==> config.mk <==
export PLATFORM = sky130hd
export DESIGN_NAME = name_serializer_flat
export DESIGN_NICKNAME = d
export VERILOG_FILES = /design/src/rtl/name_serializer_if.sv /design/src/rtl/name_serializer.sv /design/src/flat_wrapper.sv
export SDC_FILE = /design/constraint.sdc
export NUM_CORES = 1
export LEC_CHECK = 0
export BUFFER_PORTS_ARGS = -buffer_cell sky130_fd_sc_hd__buf_4
export CORE_ASPECT_RATIO = 2
export CORE_MARGIN = 2
export CORE_UTILIZATION = 61
export CTS_CLUSTER_SIZE = 30
export DETAILED_ROUTE_END_ITERATION = 12
export GPL_ROUTABILITY_DRIVEN = 0
export MAX_ROUTING_LAYER = met4
export PLACE_DENSITY_LB_ADDON = 0.12
export SETUP_SLACK_MARGIN = 0.02
export SYNTH_ARGS = -nofsm -noshare
export SYNTH_HDL_FRONTEND = slang
export SYNTH_SLANG_ARGS = --single-unit
==> constraint.sdc <==
create_clock -name clk_in -period 23.5 [get_ports clk_in]
set_input_delay 4.7 -clock clk_in [delete_from_list [all_inputs] [get_ports clk_in]]
set_output_delay 4.7 -clock clk_in [all_outputs]
set_load 0.01 [all_outputs]
==> src/rtl/name_serializer_if.sv <==
// Handshake bundle for name_serializer: the name-offer channel from upstream,
// the component stream to the lookup stage, and the completed-name counter.
// The DUT attaches through the slave modport, the producer/consumer through master.
interface name_serializer_if #(
  parameter int unsigned WORD_SIZE         = 32,
  parameter int unsigned MAX_NAME_LENGTH   = 8,
  parameter int unsigned STRIDE_INDEX_SIZE = 3
);

  logic                                 name_valid_in;
  logic                                 name_ready_out;
  logic [MAX_NAME_LENGTH*WORD_SIZE-1:0] name_words_in;
  logic [3:0]                           name_len_in;

  logic                                 comp_valid_out;
  logic                                 comp_ready_in;
  logic [WORD_SIZE-1:0]                 comp_word_out;
  logic [STRIDE_INDEX_SIZE-1:0]         comp_index_out;
  logic                                 comp_first_out;
  logic                                 comp_last_out;
  logic [15:0]                          names_done_out;

  modport slave (
    input  name_valid_in,
    input  name_words_in,
    input  name_len_in,
    input  comp_ready_in,
    output name_ready_out,
    output comp_valid_out,
    output comp_word_out,
    output comp_index_out,
    output comp_first_out,
    output comp_last_out,
    output names_done_out
  );

  modport master (
    output name_valid_in,
    output name_words_in,
    output name_len_in,
    output comp_ready_in,
    input  name_ready_out,
    input  comp_valid_out,
    input  comp_word_out,
    input  comp_index_out,
    input  comp_first_out,
    input  comp_last_out,
    input  names_done_out
  );

endinterface

==> src/rtl/name_serializer.sv <==
// name_serializer: buffers up to two multi-word names in a ping-pong store and
// streams each one out as component words, highest slot first, with index and
// first/last markers, counting fully streamed names.
// Optional feature: define NAME_SER_PAD_EN to pad every nonzero-length name to
// MAX_NAME_LENGTH beats, with zero words beyond the clamped length.
module name_serializer #(
  parameter int unsigned WORD_SIZE         = 32,
  parameter int unsigned MAX_NAME_LENGTH   = 8,
  parameter int unsigned STRIDE_INDEX_SIZE = 3
) (
  input  logic                clk_in,
  input  logic                rst_n_in,
  name_serializer_if.slave    bus
);

  localparam int unsigned    LEN_W   = 4;
  localparam logic [LEN_W-1:0] MAX_LEN = LEN_W'(MAX_NAME_LENGTH);

  typedef enum logic {
    ST_EMPTY,
    ST_STREAM
  } state_t;

  state_t                       state;
  state_t                       state_next;

  // Words are stored already reversed: entry k is component k of the name.
  logic [WORD_SIZE-1:0]         buf_words [2][MAX_NAME_LENGTH];
  logic [LEN_W-1:0]             buf_len   [2];

  logic                         wr_ptr;
  logic                         rd_ptr;
  logic [1:0]                   occ;
  logic [1:0]                   occ_next;
  logic                         ready_en;
  logic [STRIDE_INDEX_SIZE-1:0] rd_idx;
  logic [15:0]                  done_cnt;

  logic [LEN_W-1:0]             len_clamped;
  logic [LEN_W-1:0]             beats;
  logic                         name_ready;
  logic                         accept;
  logic                         store;
  logic                         at_last;
  logic                         xfer;
  logic                         xfer_last;
  logic [WORD_SIZE-1:0]         cur_word;

  logic                         comp_valid;
  logic                         comp_first;
  logic                         comp_last;
  logic [WORD_SIZE-1:0]         comp_word;

  assign len_clamped = (bus.name_len_in > MAX_LEN) ? MAX_LEN : bus.name_len_in;

  // ready_en keeps the write side closed during reset and until the first edge after it.
  assign name_ready  = ready_en & (occ != 2'd2);
  assign accept      = bus.name_valid_in & name_ready;
  // Zero-length names complete the handshake but never occupy a buffer slot.
  assign store       = accept & (len_clamped != '0);

`ifdef NAME_SER_PAD_EN
  assign beats = MAX_LEN;
`else
  assign beats = buf_len[rd_ptr];
`endif

  assign at_last   = (32'(rd_idx) + 32'd1) == 32'(beats);
  assign xfer      = comp_valid & bus.comp_ready_in;
  assign xfer_last = xfer & comp_last;

  // Select the component word for the current index.
  always_comb begin
    cur_word = buf_words[rd_ptr][rd_idx];
`ifdef NAME_SER_PAD_EN
    if (32'(rd_idx) >= 32'(buf_len[rd_ptr])) begin
      cur_word = '0;
    end
`endif
  end

  // Occupancy after this edge: one in on store, one out on last-beat transfer.
  always_comb begin
    occ_next = occ;
    case ({store, xfer_last})
      2'b10:   occ_next = occ + 2'd1;
      2'b01:   occ_next = occ - 2'd1;
      default: occ_next = occ;
    endcase
  end

  // Capture an accepted name into the write-side slot, reversing word order.
  always_ff @(posedge clk_in) begin
    if (store) begin
      buf_len[wr_ptr] <= len_clamped;
      for (int unsigned k = 0; k < MAX_NAME_LENGTH; k++) begin
        buf_words[wr_ptr][k] <= bus.name_words_in[(MAX_NAME_LENGTH-1-k)*WORD_SIZE +: WORD_SIZE];
      end
    end
  end

  // Ping-pong pointers, occupancy and write-side enable.
  always_ff @(posedge clk_in or negedge rst_n_in) begin
    if (!rst_n_in) begin
      wr_ptr   <= 1'b0;
      rd_ptr   <= 1'b0;
      occ      <= '0;
      ready_en <= 1'b0;
    end else begin
      ready_en <= 1'b1;
      occ      <= occ_next;
      if (store) begin
        wr_ptr <= ~wr_ptr;
      end
      if (xfer_last) begin
        rd_ptr <= ~rd_ptr;
      end
    end
  end

  // Read-side state register.
  always_ff @(posedge clk_in or negedge rst_n_in) begin
    if (!rst_n_in) begin
      state <= ST_EMPTY;
    end else begin
      state <= state_next;
    end
  end

  // Next state: start streaming as soon as a name lands; stop only when the
  // final beat leaves with nothing else buffered, otherwise roll straight on.
  always_comb begin
    state_next = state;
    case (state)
      ST_EMPTY: begin
        if (store) begin
          state_next = ST_STREAM;
        end
      end
      ST_STREAM: begin
        if (xfer_last && (occ_next == '0)) begin
          state_next = ST_EMPTY;
        end
      end
      default: state_next = ST_EMPTY;
    endcase
  end

  // Component index and completed-name counter.
  always_ff @(posedge clk_in or negedge rst_n_in) begin
    if (!rst_n_in) begin
      rd_idx   <= '0;
      done_cnt <= '0;
    end else if (xfer) begin
      if (at_last) begin
        rd_idx   <= '0;
        done_cnt <= done_cnt + 16'd1;
      end else begin
        rd_idx   <= rd_idx + STRIDE_INDEX_SIZE'(1);
      end
    end
  end

  // Stream outputs are decoded from registered state only, so they hold under
  // backpressure and drop to zero the instant reset asserts.
  always_comb begin
    comp_valid = 1'b0;
    comp_first = 1'b0;
    comp_last  = 1'b0;
    comp_word  = '0;
    if (state == ST_STREAM) begin
      comp_valid = 1'b1;
      comp_first = (rd_idx == '0);
      comp_last  = at_last;
      comp_word  = cur_word;
    end
  end

  assign bus.name_ready_out = name_ready;
  assign bus.comp_valid_out = comp_valid;
  assign bus.comp_word_out  = comp_word;
  assign bus.comp_index_out = rd_idx;
  assign bus.comp_first_out = comp_first;
  assign bus.comp_last_out  = comp_last;
  assign bus.names_done_out = done_cnt;

endmodule

==> src/flat_wrapper.sv <==
// flat-port wrapper written by rule: the top's interface ports become plain ports
module name_serializer_flat 
#(
  parameter int unsigned WORD_SIZE         = 32,
  parameter int unsigned MAX_NAME_LENGTH   = 8,
  parameter int unsigned STRIDE_INDEX_SIZE = 3
)
  (clk_in, rst_n_in, bus_name_valid_in, bus_name_words_in, bus_name_len_in, bus_comp_ready_in, bus_name_ready_out, bus_comp_valid_out, bus_comp_word_out, bus_comp_index_out, bus_comp_first_out, bus_comp_last_out, bus_names_done_out);
  name_serializer_if #(.WORD_SIZE(WORD_SIZE), .MAX_NAME_LENGTH(MAX_NAME_LENGTH), .STRIDE_INDEX_SIZE(STRIDE_INDEX_SIZE)) bus_i ();
  input  logic clk_in;
  input  logic rst_n_in;
  input wire logic [$bits(bus_i.name_valid_in)-1:0] bus_name_valid_in;
  input wire logic [$bits(bus_i.name_words_in)-1:0] bus_name_words_in;
  input wire logic [$bits(bus_i.name_len_in)-1:0] bus_name_len_in;
  input wire logic [$bits(bus_i.comp_ready_in)-1:0] bus_comp_ready_in;
  output wire logic [$bits(bus_i.name_ready_out)-1:0] bus_name_ready_out;
  output wire logic [$bits(bus_i.comp_valid_out)-1:0] bus_comp_valid_out;
  output wire logic [$bits(bus_i.comp_word_out)-1:0] bus_comp_word_out;
  output wire logic [$bits(bus_i.comp_index_out)-1:0] bus_comp_index_out;
  output wire logic [$bits(bus_i.comp_first_out)-1:0] bus_comp_first_out;
  output wire logic [$bits(bus_i.comp_last_out)-1:0] bus_comp_last_out;
  output wire logic [$bits(bus_i.names_done_out)-1:0] bus_names_done_out;
  assign bus_i.name_valid_in = bus_name_valid_in;
  assign bus_i.name_words_in = bus_name_words_in;
  assign bus_i.name_len_in = bus_name_len_in;
  assign bus_i.comp_ready_in = bus_comp_ready_in;
  assign bus_name_ready_out = bus_i.name_ready_out;
  assign bus_comp_valid_out = bus_i.comp_valid_out;
  assign bus_comp_word_out = bus_i.comp_word_out;
  assign bus_comp_index_out = bus_i.comp_index_out;
  assign bus_comp_first_out = bus_i.comp_first_out;
  assign bus_comp_last_out = bus_i.comp_last_out;
  assign bus_names_done_out = bus_i.names_done_out;
  name_serializer #(.WORD_SIZE(WORD_SIZE), .MAX_NAME_LENGTH(MAX_NAME_LENGTH), .STRIDE_INDEX_SIZE(STRIDE_INDEX_SIZE)) u_core (.clk_in(clk_in), .rst_n_in(rst_n_in), .bus(bus_i));
endmodule
==> qor.yml <==
outcome:
  status: "complete, no violations"
floorplanning:
  coreArea_sq_um: 33500
  die_h_microns: 265
  die_w_microns: 134
  rows: 95
  ios: 319
  start_util_pct: 61.9
  die_area_sq_um: 35600
logic_synthesis:
  synthTopCellsByArea: "edfxtp_1, mux4_2, dfrtp_1"
  yosysUniqueCellTypes: 41
  yosysTopAreaCellShare_pct: 75.3
  synth_area_leader_cell: "edfxtp_1"
  ys_ff_latch: 545
  synth_nets: 1194
  syn_inst: 926
  synth_area_sq_um: 20700
  async_reset_ff_share_pct: 4.59
  yosysWarnings: 0
  synth_edf_count: 520
  seq_area_frac_synth_pct: 78.3
  netlist_top_cells_count: "edfxtp_1, mux4_2, a22oi_1, a21oi_1, clkbuf_1"
  synth.most_common_cell: "edfxtp_1"
  avgSynthCellArea_sq_um: 22.4
  synth_ff_type: "edfxtp_1"
pwr:
  p_per_area_nw_per_um2: 113
  p_leak_nw: 8.62
  peakVddDrop_mv: 0.0969
global_routing:
  grt_max_degree: 87
  grt_pass1_wl_mm: 65.9
  gr-total-overflow: 0
  antenna_found_initial: 10
  grt_pass1_vias: 11400
  grtUsageTotal_pct: 26.1
timing:
  hold_violations: 0
  fin_worst_skew_ns: 0.0288
  tightestPinTransition_ns: 1.14
  fin_crit_ns: 8.45
  fin_crit_sh_pct: 36.0
  fin_tns_setup_ns: 0
  slew_violations: 0
  max_slew_margin_pct: 24.3
  rsz0062_at_grt: "no"
  setup-violations-final: 0
  fmax_mhz: 118
setup_path:
  crit_arrival_ns: 3.75
  path_class: "flip-flop to primary output"
  start_kind: "flip-flop"
  worstPathRequired_ns: 18.80
  end_kind: "primary output"
  rrSetupSlack_ns: 19.16
  cp_max_fo: 71
clock_tree:
  tritoncts: "done"
  clock_latency_ns: 0.58
  cts-root-buf: "clkbuf_16"
  cts_resized: 0
  ctsHoldBuffers: 0
  clk_pin_slew_ns: 0.07
  clock_sinks: 545
  cts_buffers: 45
  htreeDepth: 2
  cts_buffer_depth: 3
  post-cts-setup-buffers: 0
cells_and_area:
  final_cells: 1731
  nets: 1519
  n_fill_cell: 1982
  seq_area_sq_um: 16200
  syn2layout_area_growth_pct: 20.5
  multi_input_area_sq_um: 4270
  drive_above_1_share_pct: 41.8
place:
  portBuffers: 318
  post-place-cells: 1640
  dpl.hpwl_mm: 28.1
routing:
  wire_per_inst_microns: 25.8
  first_pass_iters: 5
  top_layer_used: "met4"
  post_drt_via_cell_ratio: 6.09
  wl_mm: 44.6
  drt_iter0_drc: 776
  dr_wl_met2_mm: 25.1
  met1_length_mm: 14.5
  drc: 0
  route.met3.wl_mm: 3.13
  vias: 10500
  detail-route-antenna-nets: 0
min_path:
  hold_class: "flip-flop to flip-flop"
job:
  cap_viol_max_count: 0
==> worst max-delay path: stages (launching register included) <==
cell     delay [ns]
dfrtp_4        1.13
buf_4          0.86
mux4_2         0.43
a22oi_1        0.40
a21oi_1        0.13
buf_4          0.20
==> state kept, by name, indices dropped and copies added, names as in the netlist <==
| register | count |
|---|---|
| u_core.buf_len | 8 |
| u_core.bus.comp_index_out | 3 |
| u_core.state | 1 |
| u_core.bus.names_done_out | 16 |
| u_core.occ | 2 |
| u_core.wr_ptr | 1 |
| u_core.ready_en | 1 |
| u_core.rd_ptr | 1 |
| u_core.buf_words | 512 |
==> power by group <==
group | leakage, nW | internal [W] | switching, W
clock | 0.673 | 0.000385 | 0.000326
sequential | 5.06 | 0.00120 | 0.0000812
combinational | 2.89 | 0.000402 | 0.000421
total | 8.62 | 0.00199 | 0.000828
==> logic make-up after synthesis <==
logic type               share of synthesized area (%)
XOR/XNOR                                          1.09
multiplexers                                      14.2
buffers and inverters                             1.26
flip-flops                                        78.3
AND/OR/NAND/NOR                                   1.61
other                                           0.0181
adder cells (fa/ha/maj)                          0.241
AO/OA/AOI/OAI                                     3.29
==> routing by layer <==
| metal | global-route usage (%) | up-vias |
|---|---|---|
| met2 | 44.8 | 399 |
| met3 | 5.95 | 102 |
| li1 | - | 4561 |
| met5 | - | - |
| met1 | 28.9 | 5476 |
| met4 | 12.4 | 0 |
==> cells in the final DEF, fill, tap and decap left out, types with 14 or more instances in the layout <==
cell type  instances
buf_4            330
xor2_1            14
clkbuf_16         45
edfxtp_1         520
a22oi_1           64
mux4_2           128
dfrtp_1           23
clkinv_1          17
a21oi_1           33
==> path summary, 6_finish.rpt <==
path | depth (start not counted) | from | endpoint
worst min-delay path | 1 | u_core.bus.names_done_out[15] | u_core.bus.names_done_out[15]
worst max register to register | 6 | u_core.occ[0] | u_core.buf_words[0][145]
min in group asynchronous | 1 | rst_n_in | u_core.bus.names_done_out[3]
max in group asynchronous | 1 | rst_n_in | u_core.rd_ptr
worst min register to register | 1 | u_core.bus.names_done_out[15] | u_core.bus.names_done_out[15]
worst max-delay path | 5 | u_core.bus.comp_index_out[1] | bus_comp_word_out[29]
==> metrics by stage <==
step	area, sq um	setup WS (ns)	total power (W)	utilization, %	hold WS (ns)
detailed placement	23600	15.08	0.00214	70.3	0.457
global placement	23600	15.11	0.00212	70.3	0.458
floorplan	20700	6.83	0.00186	-	0.452
global route	25000	14.70	0.00293	74.5	0.512
CTS	25000	14.88	0.00284	74.4	0.470
finish	25000	15.05	0.00281	74.5	0.467
==> area by class of cell <==
| class | instances | share of cell area (%) |
|---|---|---|
| Sequential cell | 545 | 65.0 |
| Multi-Input combinational cell | 320 | 17.1 |
| Timing Repair Buffer | 330 | 9.92 |
| Clock buffer | 51 | 4.60 |
| Tap cell | 436 | 2.18 |
| Clock inverter | 30 | 0.917 |
| Inverter | 9 | 0.135 |
| Antenna cell | 10 | 0.100 |
Power figures use the tool's default switching activity.
